===== config.mk =====
export PLATFORM = sky130hd
export DESIGN_NAME = seg_scan_ctrl
export DESIGN_NICKNAME = d
export VERILOG_FILES = /design/src/rtl/seg_scan_pkg.sv /design/src/rtl/seg_hex_decode.sv /design/src/rtl/seg_scan_ctrl.sv
export SDC_FILE = /design/constraint.sdc
export NUM_CORES = 1
export LEC_CHECK = 0
export CAP_MARGIN = 20
export CORE_MARGIN = 5
export CORE_UTILIZATION = 25
export CTS_CLUSTER_SIZE = 25
export DETAILED_ROUTE_END_ITERATION = 8
export PLACE_DENSITY = 0.54
export SYNTH_ARGS = -nofsm -noshare
export SYNTH_HDL_FRONTEND = slang
export SYNTH_HIERARCHICAL = 1
export SYNTH_SLANG_ARGS = --single-unit

===== constraint.sdc =====
create_clock -name clk -period 8 [get_ports clk]
set_clock_uncertainty 0.2 [all_clocks]
set_input_delay 1.6 -clock clk [delete_from_list [all_inputs] [get_ports clk]]
set_output_delay 1.6 -clock clk [all_outputs]
set_load 0.01 [all_outputs]

===== src/rtl/seg_scan_pkg.sv =====
// Segment pattern constants and the hex-to-7-segment lookup shared by the scan driver.
// Pattern bit order is {a,b,c,d,e,f,g,dp}, active-high. The dp bit is always 0 here.
package seg_scan_pkg;

  localparam logic [7:0] SEG_0     = 8'hfc;
  localparam logic [7:0] SEG_1     = 8'h60;
  localparam logic [7:0] SEG_2     = 8'hda;
  localparam logic [7:0] SEG_3     = 8'hf2;
  localparam logic [7:0] SEG_4     = 8'h66;
  localparam logic [7:0] SEG_5     = 8'hb6;
  localparam logic [7:0] SEG_6     = 8'hbe;
  localparam logic [7:0] SEG_7     = 8'he0;
  localparam logic [7:0] SEG_8     = 8'hfe;
  localparam logic [7:0] SEG_9     = 8'hf6;
  localparam logic [7:0] SEG_A     = 8'hee;
  localparam logic [7:0] SEG_B     = 8'h3e;
  localparam logic [7:0] SEG_C     = 8'h9c;
  localparam logic [7:0] SEG_D     = 8'h7a;
  localparam logic [7:0] SEG_E     = 8'h9e;
  localparam logic [7:0] SEG_F     = 8'h8e;
  localparam logic [7:0] SEG_BLANK = 8'h00;

  function automatic logic [7:0] hex_to_seg(input logic [3:0] nib);
    logic [7:0] pat;
    case (nib)
      4'h0: pat = SEG_0;
      4'h1: pat = SEG_1;
      4'h2: pat = SEG_2;
      4'h3: pat = SEG_3;
      4'h4: pat = SEG_4;
      4'h5: pat = SEG_5;
      4'h6: pat = SEG_6;
      4'h7: pat = SEG_7;
      4'h8: pat = SEG_8;
      4'h9: pat = SEG_9;
      4'ha: pat = SEG_A;
      4'hb: pat = SEG_B;
      4'hc: pat = SEG_C;
      4'hd: pat = SEG_D;
      4'he: pat = SEG_E;
      4'hf: pat = SEG_F;
    endcase
    return pat;
  endfunction

endpackage


===== src/rtl/seg_hex_decode.sv =====
// Purely combinational nibble to 7-segment pattern lookup.
module seg_hex_decode
  import seg_scan_pkg::*;
(
  input  logic [3:0] nib_i,
  output logic [7:0] pattern_o
);

  assign pattern_o = hex_to_seg(nib_i);

endmodule


===== src/rtl/seg_scan_ctrl.sv =====
// Multiplexed 7-segment scan driver: frame snapshot, per-digit enable, dp, PWM, two segment groups.
// Optional feature macro: LEADING_ZERO_BLANK_EN (blank digits above the top nonzero nibble).
module seg_scan_ctrl
  import seg_scan_pkg::*;
#(
  parameter int NUM_DIGITS = 8,
  parameter int GROUP_SIZE = 4,
  parameter int DIV_LOG2   = 16
) (
  input  logic                    clk,
  input  logic                    rst,
  input  logic [4*NUM_DIGITS-1:0] show_data,
  input  logic [NUM_DIGITS-1:0]   dp,
  input  logic [NUM_DIGITS-1:0]   digit_en,
  input  logic [3:0]              bright,
  output logic [7:0]              seg,
  output logic [7:0]              seg1,
  output logic [NUM_DIGITS-1:0]   an,
  output logic                    frame_done
);

  localparam int IDX_W = (NUM_DIGITS > 1) ? $clog2(NUM_DIGITS) : 1;

  logic [DIV_LOG2-1:0]     tick_cnt_q;
  logic [IDX_W-1:0]        idx_q, idx_d;
  logic                    first_q;
  logic [4*NUM_DIGITS-1:0] snap_data_q;
  logic [NUM_DIGITS-1:0]   snap_dp_q, snap_en_q;
  logic [NUM_DIGITS-1:0]   an_q, an_d;
  logic [7:0]              seg_q, seg_d, seg1_q, seg1_d;
  logic                    frame_done_q;

  logic       slot_tick, boundary, visible, lit, upper;
  logic [3:0] nibble, phase;
  logic       cur_dp, cur_en;
  logic [7:0] pattern, digit_pat;

  assign slot_tick = &tick_cnt_q;
  // The first tick after reset restarts at digit 0 instead of advancing, so it opens a frame.
  assign boundary  = slot_tick && (first_q || (idx_q == IDX_W'(NUM_DIGITS - 1)));
  assign phase     = tick_cnt_q[DIV_LOG2-1 -: 4];

  always_comb begin
    idx_d = idx_q;
    if (slot_tick) idx_d = boundary ? '0 : idx_q + 1'b1;
  end

  always_comb begin
    nibble = 4'h0;
    cur_dp = 1'b0;
    cur_en = 1'b0;
    for (int i = 0; i < NUM_DIGITS; i++) begin
      if (idx_q == IDX_W'(i)) begin
        nibble = snap_data_q[4*i +: 4];
        cur_dp = snap_dp_q[i];
        cur_en = snap_en_q[i];
      end
    end
  end

`ifdef LEADING_ZERO_BLANK_EN
  logic [IDX_W-1:0] msnz;

  always_comb begin
    msnz = '0;
    for (int i = 0; i < NUM_DIGITS; i++) begin
      if (snap_data_q[4*i +: 4] != 4'h0) msnz = IDX_W'(i);
    end
  end

  assign visible = cur_en && ((idx_q <= msnz) || cur_dp);
`else
  assign visible = cur_en;
`endif

  seg_hex_decode u_dec (
    .nib_i     (nibble),
    .pattern_o (pattern)
  );

  assign digit_pat = pattern | {7'b0, cur_dp};
  assign lit       = visible && (phase <= bright);
  assign upper     = 32'(idx_q) >= GROUP_SIZE;

  always_comb begin
    an_d   = '0;
    seg_d  = SEG_BLANK;
    seg1_d = SEG_BLANK;
    if (lit) begin
      for (int i = 0; i < NUM_DIGITS; i++) an_d[i] = (idx_q == IDX_W'(i));
      if (upper) seg_d  = digit_pat;
      else       seg1_d = digit_pat;
    end
  end

  always_ff @(posedge clk or posedge rst) begin
    if (rst) begin
      tick_cnt_q   <= '0;
      idx_q        <= '0;
      first_q      <= 1'b1;
      snap_data_q  <= '0;
      snap_dp_q    <= '0;
      snap_en_q    <= '0;
      an_q         <= '0;
      seg_q        <= SEG_BLANK;
      seg1_q       <= SEG_BLANK;
      frame_done_q <= 1'b0;
    end else begin
      tick_cnt_q   <= tick_cnt_q + 1'b1;
      idx_q        <= idx_d;
      if (slot_tick) first_q <= 1'b0;
      if (boundary) begin
        snap_data_q <= show_data;
        snap_dp_q   <= dp;
        snap_en_q   <= digit_en;
      end
      an_q         <= an_d;
      seg_q        <= seg_d;
      seg1_q       <= seg1_d;
      frame_done_q <= boundary;
    end
  end

  assign an         = an_q;
  assign seg        = seg_q;
  assign seg1       = seg1_q;
  assign frame_done = frame_done_q;

endmodule


# Yosys cells after proc, flatten, opt, wreduce, memory -nomap -nowiden
# Memories as Yosys holds them, arrays and structs flattened.
# Cells that the tools add are included.
[totals] output_inout_bits=25 mem_bits_ro=112 input_bits=54 word_cells=58 regBits=93 n_memories=1
[classes] eq_ne=7 add_sub_neg=2 n_mux=30 n_reduce_logical=5 bitwise=1 magnitude_cmp=2
[mem_list] name="(name not given)" depth=16 word_bits=7 read_ports=1 rd_ports_with_merged_regs=0 wr=0 line="seg_scan_pkg.sv:25" source="case (nib)"
[ops] operator="$mux 8" count=5
[ops] operator="$mux 4" count=8
[ops] operator="$add 16x1->16 const B" count=1
[ops] operator="$mux 1" count=16
[ops] operator="$reduce_and 16->1" count=1
[ops] operator="$eq 3x3->1 const B" count=4
[ops] operator="$or 8x1->8" count=1
[ops] operator="$eq 3x2->1 const B" count=2
[ops] operator="$le 4x4->1" count=1
[ops] operator="$add 3x1->3 const B" count=1
[ops] operator="$eq 3x1->1 const B" count=1
[ops] operator="$ge 3x3->1 const B" count=1
[ops] operator="$logic_not 3->1" count=1
[ops] operator="$mux 3" count=1
[ops] operator="$logic_and 1x1->1" count=2
[ops] operator="$logic_or 1x1->1" count=1

# Longest topological paths before layout
# An unclocked memory read counts as a cell.
[logic_depth] ltp_word=13 ltp_mapped=13 ltp_nobuf=12

# By module
# Netlist, hierarchy kept.
[by_module_without_submodules] mod="seg_scan_ctrl" n_inst=1 seq_area_each_um2=2328.5 cells_per_inst=338 area_per_inst_um2=4200.3
[by_module_without_submodules] mod="seg_hex_decode" n_inst=1 seq_area_each_um2=0.0 cells_per_inst=35 area_per_inst_um2=299.0

# Worst setup path before layout
# OpenSTA, ideal clock, no wires.
[synth_path] kind="register -> register" startpoint="register idx_q[2]" endpoint="register seg1_q[4], in the netlist seg1[4]" setup_slack_ns=4.514 synth_period_minus_slack_ns=3.486 stages_incl_launch_ff=12 setup_time_ns=0.135 arrival_ns=3.151 required_ns=7.665 n_path_buf=1 path_cell_list="dfrtp_1 clkinv_1 ha_1 buf_1 or2_2 o311ai_0 a21oi_1 o21ai_0 inv_1 ha_1 mux4_1 nor3b_1"
[synth_between] elab_chain_len=13 word_cells_on_any_way=30 classes_between="order compare (1); eq/ne (7); mux (18); bitwise (1); reduce/logical (2); memory (1)"
[synth_lines] element="from (decl)" line="seg_scan_ctrl.sv:25" source="logic [IDX_W-1:0] idx_q, idx_d;"
[synth_lines] element="from (signal assigned)" line="seg_scan_ctrl.sv:110" source="idx_q <= idx_d;"
[synth_lines] element="$logic_not 3->1" line="seg_scan_ctrl.sv:53" source="if (idx_q == IDX_W'(i)) begin"
[synth_lines] element="$mux 4 (7 in series)" line="seg_scan_ctrl.sv:53"
[synth_lines] element="$mux 4 (*)" line="seg_scan_ctrl.sv:53"
[synth_lines] element="named net nibble[1]" line="seg_scan_ctrl.sv:34" source="logic [3:0] nibble, phase;"
[synth_lines] element="$mem_v2 16x7 (*)"
[synth_lines] element="named net pattern[4]" line="seg_scan_ctrl.sv:36" source="logic [7:0] pattern, digit_pat;"
[synth_lines] element="$or 8x1->8 (*)" line="seg_scan_ctrl.sv:81" source="assign digit_pat = pattern | {7'b0, cur_dp};"
[synth_lines] element="$mux 8 (*)" line="seg_scan_ctrl.sv:91" source="if (upper) seg_d = digit_pat;"
[synth_lines] element="$mux 8 (*)" line="seg_scan_ctrl.sv:89" source="if (lit) begin"
[synth_lines] element="named net seg1_d[4]" line="seg_scan_ctrl.sv:30" source="logic [7:0] seg_q, seg_d, seg1_q, seg1_d;"
[synth_lines] element="to (signal assigned)" line="seg_scan_ctrl.sv:119" source="seg1_q <= seg1_d;"
[synth_lines] element="to (decl)" line="seg_scan_ctrl.sv:30"
# Mark *: on every way through the listed nets, which the timed path passes. The rest lies on a longest branch.
# A chain may end at the register's enable or synchronous reset.

# Worst setup path after layout
# Same ends and word-level chain as after synthesis.

==> results.sh <==
export IMPL_clkLatencyLatePin_ns=0.34
export IMPL_ant_nets=0
export IMPL_synthXorXnorAreaFrac_pct=2.73
export IMPL_syn_num_nets=445
export IMPL_pin_count=79
export IMPL_fin_crit_ns=4.68
export IMPL_ys_async_sr_fraction_pct=100
export IMPL_drt_first_pass_iters=4
export IMPL_die_y_um=144
export IMPL_die_area_um2=20800
export IMPL_ys_seq_elements=93
export IMPL_avgSynthCellArea_um2=12.1
export IMPL_whs_ns=0.282
export IMPL_cts_htree_levels=3
export IMPL_synth_top_cell_area_share_pct=51.2
export IMPL_start_kind="register"
export IMPL_wl_per_cell_um=15.6
export IMPL_synth_adder_area_share_pct=5.01
export IMPL_min_period_over_period_pct=58.5
export IMPL_cts_root_buf="clkbuf_16"
export IMPL_clock_tree_buffer_depth=2
export IMPL_hp_class="register to register"
export IMPL_cp_data_required_time_ns=8.01
export IMPL_vias=3034
export IMPL_core_area_um2=17800
export IMPL_synth_compound_area_share_pct=8.06
export IMPL_final_util_pct=32.7
export IMPL_synth_area_leaders="dfrtp_1 51%, mux2_2 7.8%, mux2_4 6.7%, ha_1 5.0%, nor3b_1 3.2%"
export IMPL_synth_edf_count=0
export IMPL_drive_gt1_share_pct=17.5
export IMPL_placementRows=49
export IMPL_hold_viol_final=0
export IMPL_critPathMaxStageDelay_ns=0.64
export IMPL_syn_inst=373
export IMPL_total_power_w=0.00104
export IMPL_cts_setup_buffers=0
export IMPL_grt_pass1_wl_um=17200
export IMPL_clk_pin_slew_ns=0.06
export IMPL_drtIter0Drc=134
export IMPL_place_hpwl_um=7750
export IMPL_yosysSeqAreaShare_pct=51.8
export IMPL_cts_made_buffers=9
export IMPL_path_max_fanout=14
export IMPL_worstSetupPathType="register to register"
export IMPL_ys_flop_type="dfrtp_1"
export IMPL_grt_max_degree=85
export IMPL_slew_headroom_pct=44.9
export IMPL_fmax_mhz=214
export IMPL_synth_most_common_cell="dfrtp_1"
export IMPL_ctsResizeCount=0
export IMPL_synth_cell_type_count=52
export IMPL_fin_tns_setup_ns=0
export IMPL_setup_viol=0
export IMPL_ir_drop_v=0.000109
export IMPL_critPathMostFrequentCell="ha_1"
export IMPL_outcome="finished, final reports clean"
export IMPL_routed_wl_um=10600
export IMPL_cts_hold_buffers=0
export IMPL_tightest_slew_ns=0.827
export IMPL_grt_pass1_vias=3192
export IMPL_powerDensity_nw_per_um2=179
export IMPL_worst_path_buf_inv=2
export IMPL_rsz0062_at_grt="no"
export IMPL_gr_total_overflow=0
export IMPL_arrival_ns=4.69
export IMPL_synth_top_family_by_area="multiplexers"
export IMPL_cap_violations=0
export IMPL_portBuffers=78
export IMPL_syn_to_final_growth_pct=29.5
export IMPL_path_cells="clkinv_1 > ha_1 > or2_2 > o311ai_0 > a21oi_1 > o21ai_0 > inv_1 > ha_1 > mux4_1 > nor3b_1"
export IMPL_place_congestion=0.748
export IMPL_start_util_pct=25.2
export IMPL_syn_area_um2=4500
export IMPL_dpl_instance_area_um2=5480
export IMPL_ys_top_cells_by_count="92 x dfrtp_1, 31 x mux2_2, 20 x mux2_4, 20 x nand2_1, 19 x nor3b_1"
export IMPL_via_per_inst=4.46
export IMPL_track_usage_pct=10.7
export IMPL_synth_top_area_cell="dfrtp_1"
export IMPL_fin_area_um2=5830
export IMPL_nNetsFinal=520
export IMPL_clkSinkCount=93
export IMPL_crit_path_end_kind="register"
export IMPL_synth_simple_gate_area_share_pct=13.0
export IMPL_die_w_um=144
export IMPL_slowest_stage="dfrtp_1"
export IMPL_antenna_cells=0
export IMPL_synthMuxAreaShare_pct=15.5
export IMPL_drv_slew=0
export IMPL_p_leak_nw=2.50
export IMPL_cts_tree="built"
export IMPL_route_detailed_drc=0
export IMPL_cpLargestDelayFamily="compound AO/OA/AOI/OAI gates"
export IMPL_antenna_found_initial=0
export IMPL_ys_warn_count=6
## registers in the layout, indices dropped and copies added (netlist names)
register     count
frame_done       1
idx_q            3
snap_en_q        8
first_q          1
snap_data_q     32
seg              8
an               8
seg1             8
tick_cnt_q      16
snap_dp_q        8
## area by class of cell
class / count / area (µm²)
clock buffer: 11 / 243
inverter: 17 / 65.1
clock inverter: 4 / 72.6
tap: 229 / 287
multi-input combinational: 244 / 2000
timing repair buffer: 83 / 836
sequential: 93 / 2330
fill: 1759 / 12000
## path summary, 6_finish.rpt
path	startpoint	end	slack, ns	cells after the start
min	tick_cnt_q[0]	tick_cnt_q[0]	0.28	1
max	idx_q[2]	seg1[4]	3.32	10
min in group asynchronous	rst	tick_cnt_q[13]	1.28	2
max in group asynchronous	rst	first_q	5.36	4
min reg2reg	tick_cnt_q[0]	tick_cnt_q[0]	0.28	1
max reg2reg	idx_q[2]	seg1[4]	3.32	10
## metrics by stage
step,cells,setup WS [ns]
global route,681,2.96
CTS,680,3.29
global placement,664,3.26
detailed placement,665,3.30
floorplan,373,3.78
finish,681,3.32
## placed cells by master (no fill, tap or decap), drive strengths merged, types with 4 or more instances in the layout
master / synthesis / final
ha: 18 / 18
o311ai: 5 / 5
dfrtp: 92 / 92
nor3b: 19 / 19
mux2: 51 / 51
nor2: 15 / 15
buf: 11 / 5
xor2: 4 / 4
nand3: 8 / 8
nor3: 7 / 7
o21ai: 18 / 18
inv: 16 / 15
nand2: 20 / 20
nor2b: 14 / 14
nand4: 7 / 7
a21oi: 15 / 15
a221oi: 5 / 5
xnor2: 10 / 10
clkdlybuf4s50: 0 / 78
clkbuf: 8 / 11
## power breakdown
group | internal (W) | switching, W | leakage (nW)
sequential | 0.000486 | 0.00000827 | 1.16
combinational | 0.0000550 | 0.0000352 | 1.19
clock | 0.000280 | 0.000176 | 0.152
total | 0.000821 | 0.000220 | 2.50
## cell families after synthesis
group | Yosys count
simple gates | 101
fa+ha+maj | 18
flops | 93
compound gates | 56
other cells | 1
buf+inv | 36
mux | 54
xor+xnor | 14
## layer usage
layer / part of all wire (%) / vias up / GRT usage, %
met1: 46 / 1495 / 14.4
met4: 1.4 / 0 / 3.39
li1: - / 1464 / -
met5: 0 / - / 0
met3: 5.9 / 12 / 3.51
met2: 47 / 63 / 16.5
Note: power is estimated with default switching activity, not from simulation.
